### config.mk
export PLATFORM = sky130hd
export DESIGN_NAME = chk_mon_flat
export DESIGN_NICKNAME = d
export VERILOG_FILES = /design/src/rtl/chk_mon_if.sv /design/src/rtl/chk_mon.sv /design/src/flat_wrapper.sv
export SDC_FILE = /design/constraint.sdc
export NUM_CORES = 1
export LEC_CHECK = 0
export CAP_MARGIN = 40
export CORE_MARGIN = 2
export CORE_UTILIZATION = 49
export CTS_CLUSTER_DIAMETER = 80
export DETAILED_ROUTE_END_ITERATION = 8
export PLACE_DENSITY = 0.8
export SYNTH_ARGS = -nofsm -noshare
export SYNTH_HDL_FRONTEND = slang
export SYNTH_SLANG_ARGS = --single-unit
### constraint.sdc
create_clock -name clk -period 2.26 [get_ports clk]
set_input_delay 0.339 -clock clk [delete_from_list [all_inputs] [get_ports clk]]
set_output_delay 0.339 -clock clk [all_outputs]
set_load 0.005 [all_outputs]
### src/rtl/chk_mon_if.sv
// chk_mon_if: word-qualifier inputs and status outputs of the chk_mon link monitor.
//
//   in_valid, in_sync, correct, clear : driven by the source (master)
//   locked, alarm                     : FSM state and sticky degradation flag
//   word_cnt, err_cnt, lock_loss_cnt  : saturating statistics
//   first_err_vld, first_err_idx      : first-error capture (zero unless
//                                       CHK_MON_FIRST_ERR_EN is defined)
interface chk_mon_if;
  logic        in_valid;
  logic        in_sync;
  logic        correct;
  logic        clear;
  logic        locked;
  logic        alarm;
  logic [31:0] word_cnt;
  logic [15:0] err_cnt;
  logic [7:0]  lock_loss_cnt;
  logic        first_err_vld;
  logic [31:0] first_err_idx;

  modport master (
    output in_valid, in_sync, correct, clear,
    input  locked, alarm, word_cnt, err_cnt, lock_loss_cnt,
           first_err_vld, first_err_idx
  );

  modport slave (
    input  in_valid, in_sync, correct, clear,
    output locked, alarm, word_cnt, err_cnt, lock_loss_cnt,
           first_err_vld, first_err_idx
  );
endinterface

### src/rtl/chk_mon.sv
// chk_mon: lock/unlock monitor for the decoded-data checker verdict stream.
//
// Runs a HUNT/LOCKED state machine on the per-word `correct` verdict, keeps
// saturating word / error / lock-loss statistics and a sticky alarm that is
// set whenever a locked link falls back to HUNT.
//
// Ports:
//   clk      : clock
//   reset_n  : synchronous active-low reset (same effect as bus.clear)
//   bus      : chk_mon_if.slave - word qualifiers in, status/statistics out
//
// Parameters:
//   LOCK_CNT   : consecutive good data words needed to lock (1..65535)
//   UNLOCK_ERR : errors inside one window that force an unlock (1..WINDOW)
//   WINDOW     : error-rate window length in valid data words (1..65535)
//
// Optional feature macro: CHK_MON_FIRST_ERR_EN - when defined, the index of
// the first bad data word seen while LOCKED is captured; otherwise
// first_err_vld/first_err_idx are tied to zero.
module chk_mon #(
  parameter int LOCK_CNT   = 64,
  parameter int UNLOCK_ERR = 4,
  parameter int WINDOW     = 256
) (
  input  logic       clk,
  input  logic       reset_n,
  chk_mon_if.slave   bus
);

  localparam logic [16:0] LOCK_C   = 17'(LOCK_CNT);
  localparam logic [16:0] UNLOCK_C = 17'(UNLOCK_ERR);
  localparam logic [16:0] WINDOW_C = 17'(WINDOW);

  typedef enum logic {
    HUNT   = 1'b0,
    LOCKED = 1'b1
  } state_t;

  function automatic logic [31:0] sat_inc32(input logic [31:0] v);
    return (v == 32'hFFFF_FFFF) ? v : v + 32'd1;
  endfunction

  function automatic logic [15:0] sat_inc16(input logic [15:0] v);
    return (v == 16'hFFFF) ? v : v + 16'd1;
  endfunction

  function automatic logic [7:0] sat_inc8(input logic [7:0] v);
    return (v == 8'hFF) ? v : v + 8'd1;
  endfunction

  state_t      state_q, state_d;
  logic [15:0] run_q, run_d;
  logic [15:0] win_q, win_d;
  logic [15:0] werr_q, werr_d;
  logic [15:0] err_q, err_d;
  logic [31:0] word_q, word_d;
  logic [7:0]  loss_q, loss_d;
  logic        alarm_q, alarm_d;

  // Increments are one bit wider so the compare against a 65535 limit
  // cannot alias through a 16-bit wrap.
  logic [16:0] run_inc, win_inc, werr_inc;
  logic        is_data, good_word, bad_word;

  assign run_inc   = {1'b0, run_q}  + 17'd1;
  assign win_inc   = {1'b0, win_q}  + 17'd1;
  assign werr_inc  = {1'b0, werr_q} + 17'd1;
  assign is_data   = bus.in_valid & ~bus.in_sync;
  assign good_word = is_data & bus.correct;
  assign bad_word  = is_data & ~bus.correct;

  always_comb begin
    state_d = state_q;
    run_d   = run_q;
    win_d   = win_q;
    werr_d  = werr_q;
    err_d   = err_q;
    word_d  = word_q;
    loss_d  = loss_q;
    alarm_d = alarm_q;

    // Sync words are counted but never reach the FSM.
    if (bus.in_valid) begin
      word_d = sat_inc32(word_q);
    end

    case (state_q)
      HUNT: begin
        if (good_word) begin
          if (run_inc == LOCK_C) begin
            state_d = LOCKED;
            run_d   = '0;
            win_d   = '0;
            werr_d  = '0;
          end else begin
            run_d = run_inc[15:0];
          end
        end else if (bad_word) begin
          run_d = '0;
        end
      end
      LOCKED: begin
        if (is_data) begin
          if (bad_word) begin
            err_d = sat_inc16(err_q);
          end
          // Unlock is tested before the window boundary so that an error
          // landing on the closing word still counts against that window.
          if (bad_word && (werr_inc == UNLOCK_C)) begin
            state_d = HUNT;
            alarm_d = 1'b1;
            loss_d  = sat_inc8(loss_q);
            run_d   = '0;
          end else if (win_inc == WINDOW_C) begin
            win_d  = '0;
            werr_d = '0;
          end else begin
            win_d = win_inc[15:0];
            if (bad_word) begin
              werr_d = werr_inc[15:0];
            end
          end
        end
      end
    endcase

    // clear discards any word sampled alongside it.
    if (bus.clear) begin
      state_d = HUNT;
      run_d   = '0;
      win_d   = '0;
      werr_d  = '0;
      err_d   = '0;
      word_d  = '0;
      loss_d  = '0;
      alarm_d = 1'b0;
    end
  end

  always_ff @(posedge clk) begin
    if (!reset_n) begin
      state_q <= HUNT;
      run_q   <= '0;
      win_q   <= '0;
      werr_q  <= '0;
      err_q   <= '0;
      word_q  <= '0;
      loss_q  <= '0;
      alarm_q <= 1'b0;
    end else begin
      state_q <= state_d;
      run_q   <= run_d;
      win_q   <= win_d;
      werr_q  <= werr_d;
      err_q   <= err_d;
      word_q  <= word_d;
      loss_q  <= loss_d;
      alarm_q <= alarm_d;
    end
  end

  assign bus.locked        = (state_q == LOCKED);
  assign bus.alarm         = alarm_q;
  assign bus.word_cnt      = word_q;
  assign bus.err_cnt       = err_q;
  assign bus.lock_loss_cnt = loss_q;

`ifdef CHK_MON_FIRST_ERR_EN
  logic        fev_q, fev_d;
  logic [31:0] fidx_q, fidx_d;

  always_comb begin
    fev_d  = fev_q;
    fidx_d = fidx_q;
    // word_q is the pre-increment count, i.e. the 0-based index of this word.
    if ((state_q == LOCKED) && bad_word && !fev_q) begin
      fev_d  = 1'b1;
      fidx_d = word_q;
    end
    if (bus.clear) begin
      fev_d  = 1'b0;
      fidx_d = '0;
    end
  end

  always_ff @(posedge clk) begin
    if (!reset_n) begin
      fev_q  <= 1'b0;
      fidx_q <= '0;
    end else begin
      fev_q  <= fev_d;
      fidx_q <= fidx_d;
    end
  end

  assign bus.first_err_vld = fev_q;
  assign bus.first_err_idx = fidx_q;
`else
  assign bus.first_err_vld = 1'b0;
  assign bus.first_err_idx = '0;
`endif

endmodule

### src/flat_wrapper.sv
// flat-port wrapper written by rule: the top's interface ports become plain ports
module chk_mon_flat 
#(
  parameter int LOCK_CNT   = 64,
  parameter int UNLOCK_ERR = 4,
  parameter int WINDOW     = 256
)
  (clk, reset_n, bus_in_valid, bus_in_sync, bus_correct, bus_clear, bus_locked, bus_alarm, bus_word_cnt, bus_err_cnt, bus_lock_loss_cnt, bus_first_err_vld, bus_first_err_idx);
  chk_mon_if bus_i ();
  input  logic clk;
  input  logic reset_n;
  input wire logic [$bits(bus_i.in_valid)-1:0] bus_in_valid;
  input wire logic [$bits(bus_i.in_sync)-1:0] bus_in_sync;
  input wire logic [$bits(bus_i.correct)-1:0] bus_correct;
  input wire logic [$bits(bus_i.clear)-1:0] bus_clear;
  output wire logic [$bits(bus_i.locked)-1:0] bus_locked;
  output wire logic [$bits(bus_i.alarm)-1:0] bus_alarm;
  output wire logic [$bits(bus_i.word_cnt)-1:0] bus_word_cnt;
  output wire logic [$bits(bus_i.err_cnt)-1:0] bus_err_cnt;
  output wire logic [$bits(bus_i.lock_loss_cnt)-1:0] bus_lock_loss_cnt;
  output wire logic [$bits(bus_i.first_err_vld)-1:0] bus_first_err_vld;
  output wire logic [$bits(bus_i.first_err_idx)-1:0] bus_first_err_idx;
  assign bus_i.in_valid = bus_in_valid;
  assign bus_i.in_sync = bus_in_sync;
  assign bus_i.correct = bus_correct;
  assign bus_i.clear = bus_clear;
  assign bus_locked = bus_i.locked;
  assign bus_alarm = bus_i.alarm;
  assign bus_word_cnt = bus_i.word_cnt;
  assign bus_err_cnt = bus_i.err_cnt;
  assign bus_lock_loss_cnt = bus_i.lock_loss_cnt;
  assign bus_first_err_vld = bus_i.first_err_vld;
  assign bus_first_err_idx = bus_i.first_err_idx;
  chk_mon #(.LOCK_CNT(LOCK_CNT), .UNLOCK_ERR(UNLOCK_ERR), .WINDOW(WINDOW)) u_core (.clk(clk), .reset_n(reset_n), .bus(bus_i));
endmodule
==> metrics.md, run 1 <==
| Metric | Value |
|---|---|
| Yosys warns | 0 |
| First-pass GRT wire length | about 28 mm |
| Latest clock arrival within the worst-skew pair | approximately 370 ps |
| Worst R2R Setup Slack | -150 ps |
| CTS Hold Buffers Added | 0 |
| Critical setup path kind | register to register |
| Highest clock rate | between 400 and 500 MHz |
| Mean Syn Cell Area | around 8.1 um2 |
| Placer congestion estimate | around 0.89 |
| Largest net degree at the start of global routing | 90 |
| Worst Tran Pin Value | 500.1 ps |
| Initial Util | about half |
| Dominant cell type by area after synthesis | dfxtp_1 |
| # diodes | 0 |
| FF+latch area | 2161 um2 |
| CTS tree | yes |
| RR Endpoint | u_core.bus.lock_loss_cnt[3] |
| Worst slew margin | around two thirds |
| Initial antenna violation count | 0 |
| DRT iter0 DRCs | about 550 |
| Vias | ~6600 |
| # rows | 40 |
| Hold Worst Slack | slightly above 500 ps |
| Drt wl/cell | 17.50 um |
| CP Launch Type | register |
| Via density | about 5.9 |
| Distinct cell type count after synthesis | 74 |
| I/O pin cnt | slightly below 100 |
| Fillers | about 840 |
| PwrDens | ~420 nW/um2 |
| Post-route DRC | 0 |
| Crit. Startpoint | u_core.werr_q[1] |
| Final ANT Viol Nets | 0 |
| RSZ-0062 raised after global routing | yes |
| Die H | about 120 um |
| Synth Instances | approximately 760 |
| Drt pass-1 iters | 7 |
| Die width | ~120 um |
| Depth of the most critical reg-to-reg path | 11 |
| Reg2reg start | u_core.werr_q[1] |
| Number of global-route vias before repair | ~6000 |
| Multi-input logic area | around 4200 um2 |
| Asr flop ratio synth | 0% |
| Post-Syn Area | between 6000 and 7000 um2 |
| Post-synth EDFFs | 0 |
| Dpl hpwl | 11.56 mm |
| Worst Path Required | between 2000 and 3000 ps |
| Setup crit end | u_core.bus.lock_loss_cnt[3] |
| Die area | roughly 13000 um2 |
| Area contributors post-synth | dfxtp_1 (34%), xnor2_1 (4.4%), nand3_1 (4.2%) |
| Final Core Density | between 70 and 80% |
| Crit end category | register |
| Tot GR Track Use | around a quarter |
| Reg clk slew, reported paths | roughly 70 ps |
| Final Hold Fails | 0 |
| Status | finished, violations left |
| Share of post-route cells with drive strength above 1 | 29.88% |
| Post-Route WL | between 15 and 20 mm |
| Total core area | between 10000 and 15000 um2 |
| Clk sinks | about 110 |
| Max Slew Vio Count | 0 |
| # setup viols final | 53 |
| Nets@finish | 954 |
| Max clock buf depth | 2 |
| Clock buffer count from CTS | 9 |
| Skew final | between 6 and 7 ps |
| Lkg Pwr | 0.003123 uW |
| Worst EP arrival | roughly 2700 ps |
| Max Cap Viol | 0 |
| Largest fanout on the critical path | 4 |
| H-Tree Level Count | 3 |
| Port bufs | 63 |
| Gr ovfl total | 0 |
| Root Driver | clkbuf_16 |
| Hold WC Path Type | register to register |
| Final period util | 106.7% |
| Failing checks | setup timing |
| VDD IR-drop max | approximately 0.46 mV |
| Area delta synth->final | 43.91% |
| Period minus WS final | 2412 ps |
| Primary FF master, synth | dfxtp_1 |
| #FFs+latches synth | 106 |
| Setup WS post-layout | -151.6 ps |
| Share of the synthesized area in the top cell type | 34.46% |
| Part of the Yosys area used for sequential elements | between 30% and 40% |
-- metal layers --
metal | GRT usage (%) | vias up | wire (um)
met3 | 8.303 | 72 | 1485
li1 | - | 3085 | -
met2 | 45.11 | 324 | 9753
met4 | 7.460 | 0 | 726
met1 | 30.87 | 3152 | 7547
met5 | 0 | - | 0
-- stage by stage --
| step | TNS, ps | std cells | instance area [um2] | worst slack [ps] | total power, uW |
|---|---|---|---|---|---|
| 2_1_floorplan | -0.5382 | 790 | 6331 | -0.5382 | 2027 |
| 3_3_place_gp | -11000 | 1078 | 7789 | -337.8 | 2042 |
| 3_5_place_dp | -12750 | 1078 | 7789 | -388.5 | 2043 |
| 4_1_cts | -723.9 | 1102 | 8293 | -97.98 | 3692 |
| 5_1_grt | -9157 | 1115 | 8861 | -274.0 | 3799 |
| 6_report | -3379 | 1115 | 8861 | -151.6 | 3698 |
-- cell families (layout without fill, tap and decap cells) --
kind of cell | count (synthesis) | after routing | share of synthesized area (%)
and+or+nand+nor | 341 | 341 | 30.64
AOI/OAI and AO/OA | 151 | 151 | 17.13
DFF | 106 | 106 | 34.46
buffers and inverters | 97 | 254 | 8.291
xor gates and xnor gates | 46 | 46 | 6.543
muxes | 10 | 10 | 1.646
adders and majority gates | 6 | 6 | 1.219
other | 1 | 33 | 0.06090
-- final cells by class --
| cell class | instances | area share (%) |
|---|---|---|
| clock buffer | 9 | 2.542 |
| clock inverter | 7 | 0.9461 |
| inverter | 28 | 1.186 |
| multi-input combinational | 587 | 47.02 |
| sequential | 106 | 24.39 |
| tap | 168 | 2.372 |
| timing repair buffer | 210 | 21.55 |
-- power by group --
| group | switching (uW) | internal [uW] | leakage (uW) |
|---|---|---|---|
| sequential | 1.88 | 1860 | 0.000866 |
| combinational | 98.3 | 55.9 | 0.00210 |
| clock | 797 | 884 | 0.000154 |
| total | 897 | 2800 | 0.00312 |
-- worst max-delay path, cell delays in order, from the launching register on --
cell and delay (ps):
dfxtp_4 380, buf_6 100, nand4_4 120, buf_6 150, nor4_4 210, mux2i_2 350, o211ai_1 160, buf_4 200
nor4_4 320, buf_4 180, a21o_1 100, nand2_1 40
-- worst min-delay path by stage --
| stage | start | endpoint | slack (ps) | depth (start not counted) |
|---|---|---|---|---|
| final | u_core.bus.word_cnt[16] | u_core.bus.word_cnt[16] | 520 | 2 |
| after global routing | u_core.win_q[1] | u_core.win_q[1] | 540 | 2 |
| after CTS | u_core.run_q[4] | u_core.run_q[4] | 490 | 1 |
| after detailed placement | u_core.bus.alarm | u_core.bus.alarm | 500 | 2 |
| after global placement | u_core.bus.alarm | u_core.bus.alarm | 460 | 2 |
| after floorplan | u_core.bus.alarm | u_core.bus.alarm | 460 | 2 |
-- cell usage in the layout (no fill, tap or decap), types with 4 or more instances in the layout --
| cell type | synthesis | layout |
|---|---|---|
| a21oi_1 | 33 | 28 |
| xor2_1 | 15 | 15 |
| or3_1 | 15 | 15 |
| xnor2_1 | 31 | 30 |
| o21ai_1 | 5 | 5 |
| and4_1 | 9 | 7 |
| nor3_1 | 26 | 23 |
| clkdlybuf4s50_1 | 0 | 63 |
| nand3_1 | 52 | 43 |
| nor4_4 | 3 | 5 |
| and3_1 | 21 | 17 |
| o21ai_0 | 19 | 18 |
| nand2_2 | 1 | 5 |
| nand4_1 | 22 | 22 |
| a311oi_1 | 20 | 11 |
| nand2_1 | 63 | 57 |
| nor4_2 | 2 | 7 |
| o22ai_2 | 0 | 4 |
| conb_1 | 1 | 33 |
| a21oi_2 | 1 | 4 |
| dfxtp_1 | 106 | 85 |
| dfxtp_2 | 0 | 16 |
| nand3_2 | 2 | 8 |
| clkbuf_16 | 0 | 11 |
| inv_1 | 28 | 28 |
| a31oi_1 | 18 | 16 |
| dfxtp_4 | 0 | 5 |
| o211ai_1 | 11 | 11 |
| buf_12 | 0 | 6 |
| a311oi_2 | 0 | 9 |
| and2_1 | 6 | 5 |
| nand3b_1 | 9 | 9 |
| nor4_1 | 11 | 4 |
| or4_4 | 2 | 4 |
| buf_6 | 1 | 18 |
| nor3_2 | 2 | 4 |
| nand2b_1 | 9 | 8 |
| mux2i_1 | 9 | 8 |
| nor2_1 | 68 | 68 |
| buf_4 | 34 | 120 |
-- Yosys cell counts (6+ instances only) --
master      n
and3_1     21
ha_1        6
and2_1      6
a311oi_1   20
buf_4      34
a31oi_1    18
nand2_1    63
nor4_1     11
xor2_1     15
mux2i_1     9
nand3_1    52
clkbuf_1   25
inv_1      28
nor2_1     68
nand3b_1    9
o211ai_1   11
or3_1      15
nand2b_1    9
buf_2       9
o22ai_1     6
nand4_1    22
o21ai_0    19
xnor2_1    31
nor3_1     26
and4_1      9
dfxtp_1   106
a21oi_1    33
-- repair_timing --
item                                    4_1_cts  5_1_grt
buffers inserted                              6       13
gates cloned                                  2        2
resized for setup                            29      101
pin swaps                                    11       40
endpoints found under the setup margin       53       71
-- sequential cells by signal, summed over array words and instances, names as in the netlist --
register                  count
u_core.werr_q                16
u_core.run_q                 16
u_core.bus.locked             1
u_core.bus.lock_loss_cnt      8
u_core.bus.alarm              1
u_core.bus.err_cnt           16
u_core.bus.word_cnt          32
u_core.win_q                 16
Note: power is estimated with default switching activity, not from simulation.
==> run 2, diff against run 1 <==
- ABC_AREA: unset -> 1
- CORE_UTILIZATION: 49 -> 50
==> run 2 against run 1 <==
The flow still finishes with violations (setup timing). Sequential cell count stayed put. Clock power is 7% lower. Synthesized area is 7.4% higher. Final cell count is 23% higher. Critical endpoint is now u_core.win_q[12]. Largest power group unchanged.
==> metrics.md, run 2 <==
| Metric | Value |
|---|---|
| Status | finished, violations left |
| Failing checks | setup timing |
| Total core area | between 10000 and 15000 um2 |
| Skew final | 10.51 ps |
| DP Area | approximately 7700 um2 |
| Most frequent cell after synthesis | nand2_1 |
| Root Driver | clkbuf_16 |
| Area delta synth->final | 28.62% |
| Hold Path Sink | u_core.bus.err_cnt[14] |
| RSZ-0062 raised after global routing | yes |
| Dominant cell type by area after synthesis | dfxtp_1 |
| #FFs+latches synth | between 100 and 150 |
| CTS tree | yes |
| Initial Util | between 50% and 60% |
| Nets@finish | between 1000 and 1500 |
| Initial antenna violation count | 1 |
| Clk sinks | roughly 110 |
| Post-Syn Area | roughly 6600 um2 |
| RR Endpoint | u_core.win_q[12] |
| Dpl hpwl | ~12 mm |
| Max Slew Vio Count | 0 |
| Worst Path Required | roughly 2500 ps |
| Port bufs | 63 |
| Asr flop ratio synth | 0% |
| Seq pwr share | 52.5% |
| Crit end category | register |
| Worst Tran Pin Value | 543.5 ps |
| Hold Worst Slack | 489.1 ps |
| Clock Power Share | a little over two fifths |
| PwrDens | 418.9 nW/um2 |
| Final Hold Fails | 0 |
| Post-Route WL | between 15 and 20 mm |
| Primary FF master, synth | dfxtp_1 |
| P_sw | about 850 uW |
| Most common cell after layout, fill and taps aside | nand2_1 |
| Latest clock arrival within the worst-skew pair | ~360 ps |
| Max clock buf depth | 2 |
| VDD IR-drop max | slightly below 0.5 mV |
| Distinct cell type count after synthesis | 41 |
| Final period util | 102.0% |
| Drt pass-1 iters | 5 |
| Number of global-route vias before repair | between 6000 and 7000 |
| Internal power | 2709 uW |
| CP Launch Type | register |
| Yosys warns | 0 |
| Part of the Yosys area used for sequential elements | roughly a third |
| Reg clk slew, reported paths | 70 ps |
| Post-route DRC | 0 |
| Period minus WS final | between 2000 and 2500 ps |
| Most frequent cells in the layout | nand2_1 (272), nor2_1 (157), inv_1 (101) |
| Largest fanout on the critical path | 8 |
| Depth of the most critical reg-to-reg path | 16 |
| Lkg Pwr | around 0.0031 uW |
| Reg2reg start | u_core.run_q[7] |
| Final ANT Viol Nets | 0 |
| Die H | 119.0 um |
| Final instance area | 8507 um2 |
| Gr ovfl total | 0 |
| Via density | approximately 5.2 |
| Total power draw | approximately 3600 uW |
| Tot GR Track Use | a little under a quarter |
| Largest register FFs | 32 |
| First-pass GRT wire length | about 28 mm |
| Largest net degree at the start of global routing | 38 |
| DRT iter0 DRCs | ~410 |
| Min-delay src | u_core.bus.err_cnt[14] |
| Share of the synthesized area in the top cell type | about a third |
| # rows | 42 |
| Hold WC Path Type | register to register |
| Mean Syn Cell Area | approximately 6.3 um2 |
| Worst EP arrival | 2560 ps |
| Share of post-route cells with drive strength above 1 | 17.04% |
| Post-synth EDFFs | 0 |
| Combinational share of power | 3.7% |
| Sw frac | 23.97% |
| Area contributors post-synth | dfxtp_1 (32%), nand2_1 (17%), nor2_1 (9.9%) |
| Highest clock rate | 433.7 MHz |
| H-Tree Level Count | 3 |
| Vias | just over 7000 |
| Max Cap Viol | 0 |
| Die area | 14160 um2 |
| Commonest cells post-synth | nand2_1 (296), nor2_1 (175), dfxtp_1 (106), inv_1 (104), nand3_1 (69) |
| # setup viols final | 14 |
| Worst R2R Setup Slack | -50 ps |
| Placer congestion estimate | between 0.9 and 1 |
| I/O pin cnt | 97 |
| Die width | ~120 um |
| Setup WS post-layout | -45.57 ps |
| Clock buffer count from CTS | 9 |
| Critical setup path kind | register to register |
| Fillers | around 1200 |
| Synth Instances | roughly 1100 |
| Drt wl/cell | around 13 um |
| Hold path cells | 2 |
| Worst slew margin | between 60% and 70% |
| Setup WS pre-CTS | -94.49 ps |
==> run 2: cell count changes after synthesis, sizes merged, moves of 15 or more <==
cell	change
nand2	+236
a311oi	-20
inv	+77
a31oi	-16
xnor2	-26
or3	-15
nand3	+21
a21oi	+25
and3	-19
nor2	+124
==> run 2: power groups by stage <==
| stage | Combinational (uW) | Clock, uW | Sequential, uW |
|---|---|---|---|
| after floorplan | 119 | 0 | 1910 |
| after global placement | 125 | 0 | 1910 |
| after detailed placement | 127 | 0 | 1910 |
| after CTS | 127 | 1590 | 1870 |
| after global routing | 147 | 1650 | 1870 |
| final | 131 | 1560 | 1870 |
==> run 2: what timing repair did <==
action	in CTS	in global routing
setup endpoints to repair	8	60
cloned	0	4
pin swaps	2	22
buffers inserted	1	12
hold buffers	0	0
resized for setup	5	91
==> run 2: area by class of cell <==
type	instances	area, um2	area share, %
Multi-Input combinational cell	821	4149	48.77
Sequential cell	106	2136	25.11
Timing Repair Buffer	140	1305	15.34
Inverter	108	405.4	4.765
Clock buffer	11	242.7	2.853
Tap cell	176	220.2	2.589
Clock inverter	5	46.29	0.5442
Antenna cell	1	2.502	0.02942
==> run 2: metrics by stage <==
stage	util, %	cells	TNS, ps
after global placement	59.06	1334	-73.26
after detailed placement	59.06	1334	-248.1
after CTS	61.47	1351	0
after floorplan	-	1090	0
after global routing	64.99	1367	-4891
final	65.01	1368	-317.6
==> run 2: worst max path at each step <==
stage	start	endpoint	slack [ps]	cells after the start
final	u_core.run_q[7]	u_core.win_q[12]	-50	16
after global routing	u_core.run_q[5]	u_core.win_q[12]	-200	16
after CTS	u_core.win_q[0]	u_core.werr_q[12]	4	13
after detailed placement	bus_in_valid	u_core.run_q[0]	-90	12
after global placement	bus_in_sync	u_core.run_q[0]	-70	13
after floorplan	u_core.run_q[0]	u_core.win_q[12]	270	17
==> run 2: layer usage <==
metal / GRT usage, % / share of wire (%)
met3: 6.561 / 6.9
met1: 28.19 / 42
met5: 0 / 0
met4: 7.366 / 1.4
met2: 41.34 / 50
==> run 2: cells by family after synthesis <==
kind of cell    share of synthesized area [%]
simple gates                            43.47
buf+inv                                 11.75
compound gates                          8.853
flops                                   32.08
xor+xnor                                2.649
fa+ha+maj                               1.135
other cells                           0.05670
==> run 2: critical path: stages (launching register included) <==
cell and delay [ps]:
dfxtp_1 450, nand2_1 140, nor2_4 180, nand3_4 120, o21ai_2 140, nand2_1 90
inv_2 70, nand2_2 40, nor2_2 120, nand3_2 90, nand2_2 90, nand2_4 70
nor2_4 240, clkbuf_16 220, nand2_2 50, nand2_1 50, nor2_1 40
==> variant 1, RTL diff (settings of run 2) <==
`word_q` no longer has a reset.
--- a/src/rtl/chk_mon.sv
+++ b/src/rtl/chk_mon.sv
@@ -145,5 +145,4 @@
       werr_q  <= '0;
       err_q   <= '0;
-      word_q  <= '0;
       loss_q  <= '0;
       alarm_q <= 1'b0;
@@ -154,8 +153,11 @@
       werr_q  <= werr_d;
       err_q   <= err_d;
-      word_q  <= word_d;
       loss_q  <= loss_d;
       alarm_q <= alarm_d;
     end
+  end
+
+  always_ff @(posedge clk) begin
+    word_q <= word_d;
   end
 
Check against the original RTL: not equivalent (Yosys sat finds a counterexample within 4 cycles, from zero or initial values; the reset may be asserted at any time).
==> variant 1 against run 2 <==
- the flow still finishes with violations (negative setup slack)
- sequential cell count stayed put
- critical path type unchanged
- design area is 2.5% lower
- synthesized cell count is 4.3% lower
- clock power is 14% higher
- setup slack better by 0.040 ns
- total power is 6.9% higher
- synthesized area is 1.7% lower
- non-clock buffer count is 15 lower
- routed wire length is 6.2% lower
==> variant 1: results (changes against run 2) <==
failing checks negative setup slack (unchanged); fraction of the mapped netlist area in adder cells 0.01155 (was 0.01135); sequential area share after synthesis 0.3263 (was 0.3208); Synth Area in Compound Gates 0.1143 (was 0.08854); Max VDD drop 537.5 µV (was 494.8 µV); TNS Setup -0.01056 ns (was -0.3176 ns); status finished, violations left (unchanged); Post-Place Cell Area 7595 µm² (was 7729 µm²); Critical Path Fanout Max 4 (was 8); xor and xnor area share after synthesis 0.02020 (was 0.02649); fill count 1107 (was 1167); WHS Endpoint u_core.bus.word_cnt[4]$_SDFFE_PP0P_ (was u_core.bus.err_cnt[14]$_SDFFE_PP0P_); layout cells sized above 1 0.1723 (was 0.1704); Setup Buffers After CTS 0 (was 1); drt pass-1 iters 6 (was 5); Final HPWL DP 11.64 mm (was 12.45 mm); worst r2r src u_core.run_q[1]$_SDFFE_PP0P_ (was u_core.run_q[7]$_SDFFE_PP0P_); Iter 0 DRT Violations 558 (was 408); pre-CTS setup slack -0.2535 ns (was -0.09449 ns); Largest stage delay, worst path 0.36 ns (was 0.45 ns); Final WS setup -0.005465 ns (was -0.04557 ns); Final Setup Violations 2 (was 14); Worst Tran Pin Value 0.5289 ns (was 0.5435 ns); antenna cells 0 (was 1); number of global-route vias before repair 6066 (was 6340); top cells by count, synth nand2_1, nor2_1, dfxtp_1 (unchanged); pin count of the biggest net entering global routing 50 (was 38); top area cells in the synthesized netlist dfxtp_1, nand2_1, nor2_1, inv_1, a21oi_1 (was dfxtp_1, nand2_1, nor2_1, inv_1, nand3_1); initial antenna violation count 0 (was 1); CP Capture Point u_core.werr_q[13]$_SDFFE_PP0P_ (was u_core.win_q[12]$_SDFFE_PP0P_); register area 2141 µm² (was 2136 µm²); crit path DAT 2.51 ns (was 2.56 ns)
==> variant 1: cell types whose count changed in the layout (fill, tap and decap cells not counted), sizes merged, moves of 3 or more <==
cell           run 2  this run
a21oi             59        65
o21a              10         5
nor3              35        19
clkinv             6         2
xor2              15        10
a31oi              2         5
nand4             30        40
nand3b             8         4
buf               75        61
nand2            301       253
nand3             75        67
o21ai             32        53
==> variant 1: area by class of cell <==
cell class,instances,area share
well taps,172,0.02594
clock buffers,11,0.03047
multi-input cells,778,0.4808
inverters,107,0.04932
clock inverters,5,0.009955
repair buffers,125,0.1454
flip-flops and latches,106,0.2581
==> variant 1: where the power goes <==
part | internal (mW) | switching (mW) | leakage [nW]
sequential | 1.87 | 0.00309 | 0.862
combinational | 0.0557 | 0.0971 | 2.03
clock | 1.04 | 0.743 | 0.167
total | 2.96 | 0.844 | 3.06
==> variant 1: cell families (layout without fill, tap and decap cells) <==
family                   after synthesis  after routing
AND/OR/NAND/NOR                      587            587
XOR/XNOR                              15             15
flip-flops                           106            106
AO/OA/AOI/OAI                        137            137
buffers and inverters                160            248
adder cells (fa/ha/maj)                6              6
other                                  1             33
==> variant 1: metal layers <==
layer,up-vias,routed length (µm),track usage
met4,0,401,0.07982
met3,39,972,0.05475
met1,3095,7391,0.2918
li1,3450,-,-
met5,-,0,0
met2,225,8180,0.3914
==> variant 1: per-stage QoR <==
step	hold WS [ns]	cells
floorplan	0.4497	1044
global placement	0.4463	1279
detailed placement	0.4492	1279
CTS	0.4599	1295
global route	0.4867	1304
finish	0.4573	1304
==> variant 1: worst min-delay path, cell delays in order (launching register included) <==
cell     delay [ns]
dfxtp_1        0.32
inv_1          0.05
a21oi_1        0.05
==> variant 2, RTL diff (config.mk and constraints of run 2) <==
Made on the original files. Add a define of `CHK_MON_FIRST_ERR_EN`.
--- a/src/rtl/chk_mon.sv
+++ b/src/rtl/chk_mon.sv
@@ -18,4 +18,6 @@
 // the first bad data word seen while LOCKED is captured; otherwise
 // first_err_vld/first_err_idx are tied to zero.
+`define CHK_MON_FIRST_ERR_EN
+
 module chk_mon #(
   parameter int LOCK_CNT   = 64,
Formal check against the unedited RTL: no difference found for any inputs over 10 cycles, from zero or initial values; that may be too few to reach the edited logic, so the function may still have changed.
==> variant 2 against run 2 <==
- the run still ends with negative setup slack left
- global-route usage grew 3.2 points
- setup slack lost 0.21 ns
- first-iteration DRC count rose to 2.6 times the old value
- design area up 27%
- non-clock buffer count up 65
- routed wire length up 41%
- via count increased by 30%
- total power grew 50%
- hold slack got worse by 0.027 ns
- largest cell class unchanged
- sequential cell count rose by 33
- clock skew barely moved
- synthesized area up 17%
- die area up 17%
==> variant 2: results (changes against run 2) <==
Iter 0 DRT Violations 1057 (was 408); TNS Setup -5.042 ns (was -0.3176 ns); status finished, violations left (unchanged); worst r2r src u_core.werr_q[1]$_SDFFE_PP0P_ (was u_core.run_q[7]$_SDFFE_PP0P_); Final WS setup -0.2595 ns (was -0.04557 ns); xor and xnor area share after synthesis 0.01917 (was 0.02649); failing checks negative setup slack (unchanged); Sw Ratio 0.2468 (was 0.2397); post-CTS resize count 3 (was 5); Clock Latency Late Sink 0.43 ns (was 0.36 ns); Max VDD drop 550.5 µV (was 494.8 µV); top cells by count, synth nand2_1, nor2_1, inv_1 (was nand2_1, nor2_1, dfxtp_1); met2 usage 0.4740 (was 0.4134); GR Util met3 0.06029 (was 0.06561); antenna cells 0 (was 1); slowest cell on the critical path dfxtp_2 (was dfxtp_1); Final Setup Violations 53 (was 14); Synth Area in Compound Gates 0.1055 (was 0.08854); Hold Startpoint u_core.bus.first_err_idx[24]$_SDFFE_PP0P_ (was u_core.bus.err_cnt[14]$_SDFFE_PP0P_); flip-flop and latch power 2.45 mW (was 1.87 mW); Port Buf Inserts 96 (was 63); initial antenna violation count 0 (was 1); Post-Place Cell Area 9483 µm² (was 7729 µm²); Setup Buffers After CTS 0 (was 1); pre-CTS setup slack -0.2244 ns (was -0.09449 ns); Final HPWL DP 15.54 mm (was 12.45 mm); number of global-route vias before repair 8062 (was 6340); sequential area share after synthesis 0.3582 (was 0.3208); layout cells sized above 1 0.1907 (was 0.1704); Routability Congestion 0.9030 (was 0.9265); htree depth 4 (was 3); GRT Total Usage 0.2689 (was 0.2370); pin count of the biggest net entering global routing 69 (was 38); Critical Path Fanout Max 7 (was 8); Yosys cell types 40 (was 41); Layout Nets 1425 (was 1198); met1 usage 0.3230 (was 0.2819); Vias 9277 (was 7121); crit path DAT 2.87 ns (was 2.56 ns); WHS 0.4625 ns (was 0.4891 ns); drt pass-1 iters 7 (was 5); WHS Endpoint u_core.bus.first_err_idx[24]$_SDFFE_PP0P_ (was u_core.bus.err_cnt[14]$_SDFFE_PP0P_); Lkg Pwr 3.902 nW (was 3.142 nW)
[variant 2: per-stage QoR]
stage                     utilization  total power [mW]  std cells
after floorplan                     -             2.586       1226
after global placement         0.6238             2.651       1556
after detailed placement       0.6238             2.653       1556
after CTS                      0.6620             5.331       1588
after global routing           0.7111             5.472       1614
final                          0.7111             5.348       1614
[variant 2: per-layer routing]
| metal | wire (µm) | vias to the layer above | part of all wire |
|---|---|---|---|
| met5 | 0 | - | 0 |
| met1 | 9999 | 4234 | 0.39 |
| met2 | 12380 | 516 | 0.49 |
| met3 | 2043 | 130 | 0.080 |
| met4 | 1052 | 0 | 0.041 |
| li1 | - | 4397 | - |
[variant 2: area by class of cell]
class	instances	area [µm²]
Tap cell	188	235.2
Sequential cell	139	2806
Timing Repair Buffer	205	1902
Clock buffer	20	466.7
Fill cell	1148	4392
Clock inverter	12	103.9
Multi-Input combinational cell	898	4726
Inverter	152	570.5
